<file path="src/rtl/intr_arb.sv">
// rtl/intr_arb.sv - priority interrupt arbiter: request latch, CPU handshake, bus grant, vector capture
//
// Purpose:
//    Registers the seven level-sensitive device requests and presents them to the
//    external priority comparator. When the CPU acknowledges at an instruction boundary, it
//    grants the bus to the highest pending level above the processor priority, captures the
//    device vector and hands it to the CPU. A grant ends without a vector (abort strobe) if
//    the device releases its request.
//
// Optional feature (macro INTR_TIMEOUT_EN):
//    When defined, a grant also aborts after TIMEOUT_CYCLES cycles without a vector.
//    When undefined, a grant waits indefinitely for a vector or a passive release.
//
// Ports:
//    clk            system clock, rising edge
//    reset_n        asynchronous active-low reset
//    irq[6:0]       device requests, irq[n-1] = level n
//    asserting[7:0] registered pending vector to comparator, bit 7 always 0
//    int_above      comparator: a pending level exceeds ipl
//    ipl[2:0]       current processor priority
//    cpu_int_req    interrupt request to CPU sequencer
//    cpu_int_ack    CPU accepts the interrupt (one-cycle pulse)
//    grant[6:0]     one-hot bus grant, grant[n-1] = level n
//    dev_vec_valid  device presents a vector this cycle
//    dev_vec[7:0]   device vector
//    cpu_vec[7:0]   captured vector to CPU
//    cpu_vec_valid  one-cycle strobe, cpu_vec valid
//    cpu_vec_abort  one-cycle strobe, grant ended without vector
//    win_level[2:0] level being serviced, 0 when idle

module intr_arb #(
   parameter int TIMEOUT_CYCLES = 64
) (
   input  logic       clk,
   input  logic       reset_n,
   input  logic [6:0] irq,
   output logic [7:0] asserting,
   input  logic       int_above,
   input  logic [2:0] ipl,
   output logic       cpu_int_req,
   input  logic       cpu_int_ack,
   output logic [6:0] grant,
   input  logic       dev_vec_valid,
   input  logic [7:0] dev_vec,
   output logic [7:0] cpu_vec,
   output logic       cpu_vec_valid,
   output logic       cpu_vec_abort,
   output logic [2:0] win_level
);

   if (TIMEOUT_CYCLES < 1) begin : g_bad_timeout
      $error("intr_arb: TIMEOUT_CYCLES must be at least 1");
   end

   typedef enum logic [1:0] {
      IDLE  = 2'd0,
      GRANT = 2'd1,
      DONE  = 2'd2,
      ABORT = 2'd3
   } state_t;

   state_t     state_q, state_d;
   logic [6:0] pend_q, pend_d;
   logic [2:0] win_level_q, win_level_d;
   logic [7:0] cpu_vec_q, cpu_vec_d;

   logic [2:0] win_sel;     // highest pending level above ipl, 0 if none
   logic [6:0] level_oh;    // one-hot decode of the latched winning level
   logic       win_pend;    // winning device still holding its request
   logic       tmo_hit;     // last permitted grant cycle

`ifdef INTR_TIMEOUT_EN
   // Counts grant cycles 0..TIMEOUT_CYCLES-1; held at 0 outside GRANT so every grant
   // starts from zero.
   localparam int TMO_W = (TIMEOUT_CYCLES > 1) ? $clog2(TIMEOUT_CYCLES) : 1;
   localparam logic [TMO_W-1:0] TMO_LAST = TMO_W'(TIMEOUT_CYCLES - 1);

   logic [TMO_W-1:0] tmo_q, tmo_d;

   always_comb begin
      tmo_d = '0;
      if (state_q == GRANT) begin
         tmo_d = tmo_q + 1'b1;
      end
   end

   assign tmo_hit = (state_q == GRANT) && (tmo_q == TMO_LAST);

   always_ff @(posedge clk or negedge reset_n) begin
      if (!reset_n) begin
         tmo_q <= '0;
      end else begin
         tmo_q <= tmo_d;
      end
   end
`else
   assign tmo_hit = 1'b0;
`endif

   // Requests are sampled every cycle regardless of state; the comparator sees the
   // registered copy so asserting lags irq by exactly one cycle.
   assign pend_d    = irq;
   assign asserting = {1'b0, pend_q};

   // Ascending scan: a later (higher) level overwrites a lower one.
   always_comb begin
      win_sel = 3'd0;
      for (int i = 0; i < 7; i++) begin
         if (pend_q[i] && (3'(i + 1) > ipl)) begin
            win_sel = 3'(i + 1);
         end
      end
   end

   always_comb begin
      level_oh = 7'd0;
      for (int i = 0; i < 7; i++) begin
         if (win_level_q == 3'(i + 1)) begin
            level_oh[i] = 1'b1;
         end
      end
   end

   assign win_pend = |(pend_q & level_oh);

   always_comb begin
      state_d     = state_q;
      win_level_d = win_level_q;
      cpu_vec_d   = cpu_vec_q;
      case (state_q)
         IDLE: begin
            // An ack without an outstanding request is ignored; a comparator that
            // claims int_above with nothing above ipl also cannot start a grant.
            if (cpu_int_ack && cpu_int_req && (win_sel != 3'd0)) begin
               win_level_d = win_sel;
               state_d     = GRANT;
            end
         end
         GRANT: begin
            // A vector beats both passive release and timeout in the same cycle.
            if (dev_vec_valid) begin
               cpu_vec_d = dev_vec;
               state_d   = DONE;
            end else if (!win_pend || tmo_hit) begin
               state_d = ABORT;
            end
         end
         DONE: begin
            win_level_d = 3'd0;
            state_d     = IDLE;
         end
         ABORT: begin
            win_level_d = 3'd0;
            state_d     = IDLE;
         end
         default: begin
            win_level_d = 3'd0;
            state_d     = IDLE;
         end
      endcase
   end

   always_ff @(posedge clk or negedge reset_n) begin
      if (!reset_n) begin
         state_q     <= IDLE;
         pend_q      <= 7'd0;
         win_level_q <= 3'd0;
         cpu_vec_q   <= 8'd0;
      end else begin
         state_q     <= state_d;
         pend_q      <= pend_d;
         win_level_q <= win_level_d;
         cpu_vec_q   <= cpu_vec_d;
      end
   end

   // Outputs decode directly from registered state so reset clears them without
   // waiting for a clock edge.
   assign cpu_int_req   = (state_q == IDLE) && int_above && (pend_q != 7'd0);
   assign grant         = (state_q == GRANT) ? level_oh : 7'd0;
   assign cpu_vec       = cpu_vec_q;
   assign cpu_vec_valid = (state_q == DONE);
   assign cpu_vec_abort = (state_q == ABORT);
   assign win_level     = win_level_q;

endmodule
</file>
<file path="config.mk">
export PLATFORM = sky130hd
export DESIGN_NAME = intr_arb
export DESIGN_NICKNAME = d
export VERILOG_FILES = /design/src/rtl/intr_arb.sv
export SDC_FILE = /design/constraint.sdc
export NUM_CORES = 1
export LEC_CHECK = 0
export ABC_AREA = 1
export CORE_MARGIN = 3
export CORE_UTILIZATION = 35
export DETAILED_ROUTE_END_ITERATION = 12
export PLACE_DENSITY = 0.73
export REMOVE_ABC_BUFFERS = 1
export SLEW_MARGIN = 20
export SYNTH_ARGS = -nofsm -noshare
export SYNTH_HDL_FRONTEND = slang
export SYNTH_SLANG_ARGS = --single-unit
</file>
<file path="constraint.sdc">
create_clock -name clk -period 1.1 [get_ports clk]
set_input_delay 0.165 -clock clk [delete_from_list [all_inputs] [get_ports clk]]
set_output_delay 0.165 -clock clk [all_outputs]
set_load 0.01 [all_outputs]
</file>
; Word-level counts from Yosys, hierarchy flattened
; Cells that the tools add are included.
[totals]
out_inout_bits = 29
inputBits = 23
word_cells = 65
reg_bits = 20
[classes]
reduce_logical = 20
eq_ne = 12
n_bitwise = 1
order_cmp = 7
n_mux = 21
[ops]
columns = cell, count
row1 = $mux 3, 5
row2 = $eq 3x3->1 const B, 4
row3 = $gt 3x3->1 const A, 4
row4 = $logic_and 1x1->1, 11
row5 = $mux 2, 5
row6 = $mux 1, 8
row7 = $and 7x7->7, 1
row8 = $mux 7, 1
row9 = $reduce_bool 7->1, 1
row10 = $reduce_or 7->1, 1
row11 = $eq 3x2->1 const B, 2
row12 = $gt 2x3->1 const A, 2
row13 = $pmux 2 s3, 1
row14 = $pmux 3 s2, 1
row15 = $reduce_and 2->1, 3
row16 = $eq 2x2->1 const B, 2
row17 = $eq 3x1->1 const B, 1
row18 = $gt 1x3->1 const A, 1
row19 = $ne 3x3->1 const B, 1
row20 = $reduce_bool 3->1, 1
row21 = $eq 2x1->1 const B, 1
row22 = $logic_not 2->1, 1
row23 = $ne 2x2->1 const B, 1
row24 = $reduce_bool 2->1, 1
row25 = $reduce_or 2->1, 1

; Longest topological paths before layout
[depth]
depth_word = 13
mapped_depth = 10
depth_no_buf = 10

; Least setup slack after synthesis
; Ideal clock, no wire load.
[synth_path]
path_type = register to register
start = reg pend_q[6]
end = reg win_level_q[0] (netlist: win_level[0])
path_slack_ns = -0.260
arrival_time_ns = 1.243
path_stages_with_launch = 8
synth_period_minus_slack_ns = 1.360
path_buffers = 0
cell_sequence = dfrtp_1 -> nor2_1 -> nor3b_1 -> a21oi_1 -> and2_2 -> nand2_2 -> nand3_1 -> nand2_1
[synth_between]
elab_chain_cells = 6
elab_cells_between_ends = 11
cone_classes = 1 x eq/ne / 3 x mux / 7 x reduce/logical
[synth_lines]
columns = item, line_no
row1 = from (decl), 63  ; logic [6:0] pend_q, pend_d;
row2 = from (signal assigned), 171  ; pend_q <= pend_d;
row3 = $reduce_bool 7->1, 179  ; assign cpu_int_req = (state_q == IDLE) && int_above && (pend_q != 7'd0);
row4 = $logic_and 1x1->1, 179
row5 = net cpu_int_req, 40  ; output logic cpu_int_req,
row6 = $logic_and 1x1->1 (2 in a row), 134  ; if (cpu_int_ack && cpu_int_req && (win_sel != 3'd0)) begin
row7 = $ne 2x2->1 (no line), -
row8 = $reduce_and 2->1 (no line), -
row9 = to (signal assigned), 172  ; win_level_q <= win_level_d;
row10 = to (decl), 64  ; logic [2:0] win_level_q, win_level_d;
; The timed path passes the listed nets, and every way through them passes these cells. The select of a mux whose other input is x is not followed.
; A chain may end at the register's enable or synchronous reset.

; Worst setup path after layout
[layout_path]
start = reg win_level_q[1] (netlist: win_level[1])
end = out grant[3]
[layout_between]
elab_chain_cells = 3
[layout_lines]
columns = item, line_no
row1 = $eq 3x3->1, 118  ; if (win_level_q == 3'(i + 1)) begin
row2 = $mux 1, 118
row3 = $mux 7, 180  ; assign grant = (state_q == GRANT) ? level_oh : 7'd0;
row4 = to (decl), 42  ; output logic [6:0] grant,
; Every way passes these cells.

==> flow_metrics.tcl <==
set metrics [dict create \
    status "finished, violations left" \
    route.detailed.drc 0 \
    wl_per_cell_um 19.3 \
    die_area_mm2 0.00353 \
    holdBufCountCts 0 \
    powerDensity_mw_per_mm2 1940 \
    min_period_ns 1.58 \
    drtPass1Iterations 4 \
    p_total_uw 4090 \
    clk_path_buf_depth 2 \
    row_count 18 \
    r2r-end "win_level[1]" \
    gp_congestion 0.892 \
    rr_startpoint "pend_q[1]" \
    rsz0062_at_grt "yes" \
    port_buffers 50 \
    antenna_left 0 \
    crit_type "reg2out" \
    cts_inserted_buffers 3 \
    syn_to_final_growth_pct 111 \
    yosys_warnings 0 \
    n_fill_cell 126 \
    finalSetupTns_ns -8.13 \
    worstPathRequired_ns 0.94 \
    final_cell_mix "buf_4, buf_6, clkdlybuf4s50_1, dfrtp_1, nand2_1" \
    grt_pass1_wl_um 5720 \
    final_common_cell "buf_4" \
    regToRegSetupSlack_ns -0.35 \
    synth_area_um2 998 \
    num-nets-final 232 \
    crit_fanout 4 \
    clock_latency_ns 0.31 \
    drtIter0Drc 70 \
    dp_hpwl_um 2310 \
    yosys_register_bits 20 \
    reg2reg_depth 11 \
    grt_max_degree 21 \
    finalMaxSlewViolations 0 \
    crit_buf_inv 2 \
    cp.arrival_ns 1.42 \
    die_h_um 59.4 \
    io_pins 52 \
    finalWorstSetupSlack_ns -0.480 \
    crit_cells 3 \
    cts_tree "yes" \
    final_core_util_pct 81.4 \
    clock_sinks 20 \
    h-tree-depth 1 \
    core_mm2 0.00259 \
    hold_path_class "in2async" \
    max_freq_ghz 0.633 \
    cpPeakStageDelay_ns 0.49 \
    crit_start "win_level[1]" \
    synth_top_area_share_pct 50.1 \
    violations "setup timing" \
    critPathLaunchType "flop" \
    num_vias 1307 \
    drive_gt1_share_pct 63.0 \
    end_kind "output pin" \
    synth_top_area_cell "dfrtp_1" \
    maxCapViolations 0 \
    grt_pass1_vias 1264 \
    ys_types 22 \
    die_w_um 59.4 \
    wl_um 4600 \
    cp_slowest_cell "dfrtp_2" \
    period_share_pct 144 \
    finalSetupViolCount 33 \
    syn_avg_cell_area_um2 9.00 \
    synth_seq_area_share_pct 50.1 \
    synth.area.top_cells "dfrtp_1, mux2_2, nand2_1" \
    cp_cell_sequence "buf_6, nor4_4, buf_2" \
    synth_cells 111 \
    grt_overflow_total 0 \
    num_antenna_cells 0 \
    vdd_drop_max_uv 1780 \
    skew_ns 0.0115 \
    via_per_inst 5.49 \
    critical_path.top_delay_family "flip-flops" \
    grt_use_total_pct 22.1 \
    cts_root_buffer "clkbuf_4" \
    crit_path_end "grant[3]" \
    cts.clk_slew.worst_paths_ns 0.13 \
    antenna_found_initial 0 \
    hold_viol 0 \
    power.leakage_uw 0.00101 \
    start_util_pct 38.6 \
]
## how the worst min path moves through the flow
stage,start,to,slack (ns)
final,reset_n,pend_q[5],0.24
after global routing,reset_n,pend_q[2],0.24
after CTS,reset_n,pend_q[3],0.19
after detailed placement,cpu_vec[2],cpu_vec[2],0.50
after global placement,cpu_vec[4],cpu_vec[4],0.49
after floorplan,reset_n,cpu_vec[0],-0.13
## layer usage
layer	wire (um)	share of wire [%]	global-route usage [%]	vias to the layer above
met4	186	4.0	9.06	0
met1	1740	38	25.1	624
met3	424	9.2	6.32	27
met2	2250	49	38.5	93
met5	0	0	0	-
li1	-	-	-	563
## layout make-up
type                    count  area (um2)  area share, %
flip-flops and latches     20         504           23.9
inverters                  13        61.3           2.91
repair buffers             96         836           39.6
multi-input cells          75         633           30.0
well taps                  30        37.5           1.78
clock buffers               4        36.3           1.72
## power by group
group	internal (uW)	switching, uW	total, uW
clock	202	243	445
sequential	979	245	1220
combinational	1260	1160	2430
## cells by family after synthesis
logic type	share of synthesized area (%)
flip-flops	50.1
AO/OA/AOI/OAI	3.26
AND/OR/NAND/NOR	29.3
buffers and inverters	7.89
multiplexers	9.02
other	0.376
## per-stage QoR
step           std cells  cell area, um2  setup slack [ns]  hold WS (ns)
2_1_floorplan        107             968            -0.264        -0.131
3_3_place_gp         213            1700            -0.541         0.488
3_5_place_dp         213            1700            -0.564         0.497
4_1_cts              230            1970            -0.451         0.191
5_1_grt              238            2110            -0.516         0.241
6_report             238            2110            -0.480         0.237
## timing repair
action,4_1_cts,5_1_grt
buffers inserted,13,10
setup endpoints to repair,41,41
gates resized for setup,151,43
cloned,1,0
pin swaps,7,10
## synthesized netlist by cell type
| master | n |
|---|---|
| nor3_1 | 1 |
| nand2_1 | 23 |
| o2111ai_1 | 1 |
| nand3_2 | 2 |
| nor2_2 | 1 |
| conb_1 | 1 |
| nor3b_1 | 1 |
| dfrtp_1 | 20 |
| o31ai_1 | 1 |
| nand2_2 | 4 |
| buf_4 | 4 |
| o22ai_1 | 1 |
| nand3_1 | 11 |
| nor2_1 | 8 |
| and2_2 | 1 |
| inv_2 | 1 |
| inv_1 | 12 |
| o21ai_0 | 1 |
| nand4_1 | 4 |
| a21oi_1 | 1 |
| nor4_1 | 4 |
| mux2_2 | 8 |
## state kept, by name, indices dropped and copies added (netlist names)
name and flops:
cpu_vec 8, pend_q 7, win_level 3, state_q 2
Power figures use the tool's default switching activity.
